**src/rtl/reg_file_wb.sv**
```systemverilog
// Integer register file with write-back handshake, two registered read ports
// and a per-register pending scoreboard used for RAW hazard stalls.
module reg_file_wb #(
    parameter int XLEN   = 32,
    parameter int ADDR_W = 5
) (
    input  logic              clk,
    input  logic              reset,
    input  logic [XLEN-1:0]   wr_data,
    input  logic [ADDR_W-1:0] wr_addr,
    input  logic              wr_data_valid,
    output logic              wr_ack,
    input  logic              rd_req,
    input  logic [ADDR_W-1:0] rd_addr_a,
    input  logic [ADDR_W-1:0] rd_addr_b,
    output logic [XLEN-1:0]   rd_data_a,
    output logic [XLEN-1:0]   rd_data_b,
    output logic              rd_data_valid,
    output logic              rd_pending_a,
    output logic              rd_pending_b,
    input  logic              issue_valid,
    input  logic [ADDR_W-1:0] issue_rd
);

    localparam int NREGS = 2 ** ADDR_W;

    typedef enum logic {
        W_IDLE = 1'b0,
        W_ACK  = 1'b1
    } wstate_t;

    wstate_t           state_reg;
    logic              wr_ack_reg;
    logic              commit;
    logic [XLEN-1:0]   regs [NREGS];
    logic [NREGS-1:0]  pending;
    logic [XLEN-1:0]   rd_data_a_reg;
    logic [XLEN-1:0]   rd_data_b_reg;
    logic              rd_data_valid_reg;
    logic              bypass_a;
    logic              bypass_b;

    // A write only commits from W_IDLE; the held valid during W_ACK is ignored.
    assign commit = (state_reg == W_IDLE) && wr_data_valid;

    always_ff @(posedge clk or posedge reset) begin
        if (reset) begin
            state_reg  <= W_IDLE;
            wr_ack_reg <= 1'b0;
        end else begin
            case (state_reg)
                W_IDLE: begin
                    if (wr_data_valid) begin
                        wr_ack_reg <= 1'b1;
                        state_reg  <= W_ACK;
                    end
                end
                W_ACK: begin
                    wr_ack_reg <= 1'b0;
                    state_reg  <= W_IDLE;
                end
                default: begin
                    wr_ack_reg <= 1'b0;
                    state_reg  <= W_IDLE;
                end
            endcase
        end
    end

    // x0 is hardwired: no storage and never pending.
    assign regs[0]    = '0;
    assign pending[0] = 1'b0;

    genvar gi;
    generate
        for (gi = 1; gi < NREGS; gi++) begin : g_reg
            logic [XLEN-1:0] q_reg;
            logic            pend_reg;
            logic            hit_wr;
            logic            hit_issue;

            assign hit_wr    = commit && (wr_addr == ADDR_W'(gi));
            assign hit_issue = issue_valid && (issue_rd == ADDR_W'(gi));

            always_ff @(posedge clk or posedge reset) begin
                if (reset) begin
                    q_reg <= '0;
                end else if (hit_wr) begin
                    q_reg <= wr_data;
                end
            end

            // A newer issue to the same register outranks the clearing write.
            always_ff @(posedge clk or posedge reset) begin
                if (reset) begin
                    pend_reg <= 1'b0;
                end else if (hit_issue) begin
                    pend_reg <= 1'b1;
                end else if (hit_wr) begin
                    pend_reg <= 1'b0;
                end
            end

            assign regs[gi]    = q_reg;
            assign pending[gi] = pend_reg;
        end
    endgenerate

    assign bypass_a = commit && (wr_addr == rd_addr_a) && (rd_addr_a != '0);
    assign bypass_b = commit && (wr_addr == rd_addr_b) && (rd_addr_b != '0);

    always_ff @(posedge clk or posedge reset) begin
        if (reset) begin
            rd_data_a_reg     <= '0;
            rd_data_b_reg     <= '0;
            rd_data_valid_reg <= 1'b0;
        end else if (rd_req) begin
            rd_data_a_reg     <= bypass_a ? wr_data : regs[rd_addr_a];
            rd_data_b_reg     <= bypass_b ? wr_data : regs[rd_addr_b];
            rd_data_valid_reg <= 1'b1;
        end else begin
            rd_data_valid_reg <= 1'b0;
        end
    end

    assign wr_ack        = wr_ack_reg;
    assign rd_data_a     = rd_data_a_reg;
    assign rd_data_b     = rd_data_b_reg;
    assign rd_data_valid = rd_data_valid_reg;
    assign rd_pending_a  = pending[rd_addr_a];
    assign rd_pending_b  = pending[rd_addr_b];

endmodule

```
**config.mk**
```make
export PLATFORM = sky130hd
export DESIGN_NAME = reg_file_wb
export DESIGN_NICKNAME = d
export VERILOG_FILES = /design/src/rtl/reg_file_wb.sv
export SDC_FILE = /design/constraint.sdc
export NUM_CORES = 2
export LEC_CHECK = 0
export CORE_ASPECT_RATIO = 1.4
export CORE_MARGIN = 3
export CORE_UTILIZATION = 61
export CTS_CLUSTER_SIZE = 40
export DETAILED_ROUTE_END_ITERATION = 12
export HOLD_SLACK_MARGIN = 0.05
export MAX_ROUTING_LAYER = met4
export PLACE_DENSITY = 0.86
export REMOVE_ABC_BUFFERS = 1
export SYNTH_ARGS = -nofsm -noshare
export SYNTH_HDL_FRONTEND = slang
export SYNTH_SLANG_ARGS = --single-unit
```
**constraint.sdc**
```tcl
create_clock -name clk -period 60.1 [get_ports clk]
set_input_delay 12.02 -clock clk [delete_from_list [all_inputs] [get_ports clk]]
set_output_delay 12.02 -clock clk [all_outputs]
set_load 0.1 [all_outputs]
```
==> results by group <==
Clock network
  • # H-tree levels: 3
  • Clock sinks: 1090
  • CTS clk-pin slew, worst paths: 0.06 ns
  • Hold-fix buffers, CTS: 0
  • PostCTS Resize Cnt: 0
  • Worst-Skew Late Latency: 0.71 ns
  • CTS Root Cell: clkbuf_16
  • CTS buffer count: 102
  • CTS tree: built
  • Maximum clock path buffer count: 3
  • Setup bufs post-CTS: 0

Worst setup path
  • Cell mode on critical path: clkdlybuf4s50_1
  • CP Capture Type: output port
  • Crit path buf inv count: 3
  • Reg2Reg Setup Slack: 56.77 ns
  • Worst path depth: 5
  • Slowest stage delay, CP: 0.98 ns
  • Critical Path Start: rd_addr_b[3]
  • R2r startpoint: state_reg
  • Worst EP arrival: 15.01 ns
  • Max FO, Critical Path: 24
  • Req. time, crit path: 48.08 ns
  • Top delay family on crit path: buffers and inverters
  • CP cell instances: clkdlybuf4s50_1, inv_2, mux4_2, mux2_2, clkdlybuf4s50_1
  • R2R cell count: 5
  • CP Class: in -> out
  • Worst setup SP type: input pin
  • R2R Path End: g_reg[29].q_reg[23]
  • Slowest CP cell: clkdlybuf4s50_1

Cells and area
  • NumNets Final: 4383
  • Non-filler cells in the finished layout: 5642
  • Share of cells above drive strength 1: 38.4%
  • Area Overhead vs Synth: 8.73%
  • Max FFs per register: 992

STA
  • Accumulated negative setup slack: 0 ns
  • RSZ-0062 raised after global routing: no
  • Fmax: 37.0 MHz
  • Worst relative slew slack: 15.4%
  • Least-Margin Pin Slew: 1.27 ns
  • Number of setup violations in the final report: 0
  • Max-slew violations: 0
  • Hold Fails Final Rpt: 0
  • Period utilization: 45.0%
  • Post-route setup slack: 33.07 ns
  • Final Critical Period: 27.03 ns
  • Clock Skew: 0.0210 ns

Global routing
  • Largest net degree at the start of global routing: 180
  • Grt peak-use layer: met2
  • M3 GR Usage: 10.6%
  • GR met2 Demand/Resource: 56.5%
  • Vias in the first global route: 44500
  • Global route overflow: 0
  • Met1 Usage GRT: 45.1%
  • Initial antenna violation count: 7
  • First-pass GRT wire length: 278000 um
  • Total GRT Usage: 38.2%

Routing
  • Vias post-DR: 42300
  • Post-Route WL: 186000 um
  • Number of nets still failing antenna checks after routing: 0
  • TritonRoute pass-1 iters: 8
  • Routed vias/inst: 7.50
  • DRC: 0
  • 1st-iter DRT viols: 5027
  • Drt wl/cell: 32.9 um

Power
  • Comb power frac: 21.2%
  • Sw Ratio: 29.3%
  • Internal cell power: 1.49 mW
  • Power Density: 32.9 mW/mm^2
  • Clock network fraction of design power: 33.6%
  • Net Switching: 0.618 mW
  • Worst VDD drop: 18.0 uV
  • Pwr Total: 2.11 mW
  • Reg power frac: 45.3%
  • Leak: 28.9 nW

Synth
  • Post-synthesis instance total: 4471
  • Yosys reg bits: 1090
  • Register area share after synthesis: 46.2%
  • Post-synth ARST share: 100%
  • Synth warn: 0
  • Primary FF master, synth: dfrtp_1
  • EDFF count, synth: 0
  • Post-synth cell types: 59
  • Yosys top cell area share: 46.2%
  • Mapped Area: 0.0590 sq mm
  • Syn avg cell area: 13.2 sq um
  • Area leader, netlist: dfrtp_1
  • Synth area leaders: dfrtp_1, mux2_2, mux2i_1

Die
  • Total Die Area: 0.101 sq mm
  • Num ports: 125
  • Core Region: 0.0956 sq mm
  • Die Y: 374 um
  • Row count: 134
  • Initial core utilization: 61.7%
  • Die W: 269 um

Placed design
  • Port bufs: 124
  • # placed instances: 5446
  • Post-Place Worst Slack: 33.16 ns
  • Gpl congestion: 0.918
  • DP HPWL: 101000 um

Worst hold path
  • Hold endpoint: wr_ack
  • Hold depth: 1
  • Min-delay src: state_reg
  • Hold Path Class: reg -> reg

Status
  • Status: finished, final reports clean

Flow run
  • Max Cap Viol: 0
## per-stage QoR
stage,instance area [sq um],utilization [%],hold WS [ns]
after floorplan,56600,-,0.422
after global placement,60400,63.2,0.428
after detailed placement,60400,63.2,0.435
after CTS,64100,67.1,0.445
after global routing,64100,67.1,0.469
final,64100,67.1,0.442
## worst reg2reg max path, cell delays in order (launching register included)
cell	delay [ns]
dfrtp_1	0.38
nor2b_2	0.37
nand4_1	0.45
nor2_4	0.94
buf_4	0.63
mux2_2	0.42
## area by class of cell
| type | count | area, sq um |
|---|---|---|
| Multi-Input combinational cell | 2877 | 29400 |
| Clock inverter | 40 | 579 |
| Tap cell | 1224 | 1530 |
| Fill cell | 6489 | 31400 |
| Inverter | 25 | 103 |
| Antenna cell | 9 | 22.5 |
| Clock buffer | 147 | 3090 |
| Sequential cell | 1090 | 27300 |
| Timing Repair Buffer | 230 | 2080 |
## power groups by stage
stage / Combinational [mW] / Clock, mW / Sequential (mW)
after floorplan: 0.276 / 0 / 0.976
after global placement: 0.422 / 0 / 0.950
after detailed placement: 0.436 / 0 / 0.962
after CTS: 0.442 / 0.710 / 0.951
after global routing: 0.472 / 0.740 / 0.969
final: 0.446 / 0.709 / 0.955
## how the worst max path moves through the flow
stage,end,slack (ns)
floorplan,g_reg[10].pend_reg,17.39
global route,rd_pending_b,33.04
detailed placement,rd_pending_b,33.16
CTS,rd_pending_b,33.14
global placement,rd_pending_b,33.18
finish,rd_pending_b,33.07
## synth_stat cells, types with 4 or more instances
cell type  instances
nor3_2             4
nand2b_1          42
xnor2_1            5
mux2_2          1093
buf_12             6
a211o_1           21
o221ai_1          33
a31o_2            26
a22oi_1           94
buf_4             39
nor3_1            57
dfrtp_1         1090
inv_1             25
o21ai_0           34
or3_1             10
a21oi_1           56
nand2_1          123
o22ai_1          146
a221o_1           51
buf_2            138
o2bb2ai_1         26
a211oi_1          22
and2_1             5
mux2_1             6
a2111oi_2         18
clkbuf_1         256
nor2b_1           38
nor4_1            33
o211ai_1           8
nand4_1            5
mux4_2           192
buf_1             12
mux2i_1          523
a32o_1             4
a221oi_1          56
nand3_1           12
buf_6             27
o31ai_1           15
or2_2              4
nor2_1            52
a22o_1            26
a211oi_2          10
## metal layers
layer,vias to the layer above,part of all wire (%)
met5,-,0
met4,0,8.3
met3,1001,11
met2,2871,46
met1,21700,34
li1,16800,-
## kinds of logic (layout without fill, tap and decap cells)
logic type,count (synthesis),in the layout,synth area share (%)
other cells,0,9,0
compound gates,659,659,8.70
buf+inv,504,442,4.28
xor+xnor,8,8,0.119
simple gates,393,393,3.33
mux,1817,1817,37.3
flops,1090,1090,46.2
## cells in the final DEF (no fill, tap or decap), types with 26 or more instances in the layout
cell / netlist / layout
mux2i_1: 523 / 523
a221oi_1: 56 / 56
a221o_1: 51 / 51
mux2_2: 1093 / 1093
dfrtp_1: 1090 / 1090
a22o_1: 26 / 26
o22ai_1: 146 / 146
o221ai_1: 33 / 33
o2bb2ai_1: 26 / 26
nand2_1: 123 / 108
clkbuf_16: 0 / 103
a31o_2: 26 / 26
nor2_1: 52 / 40
nor4_1: 33 / 33
nor2b_1: 38 / 33
buf_4: 39 / 103
nand2b_1: 42 / 40
clkbuf_8: 0 / 35
a22oi_1: 94 / 94
a21oi_1: 56 / 56
clkdlybuf4s50_1: 0 / 114
mux4_2: 192 / 192
nor3_1: 57 / 57
o21ai_0: 34 / 34
(Power assumes the default switching activity.)
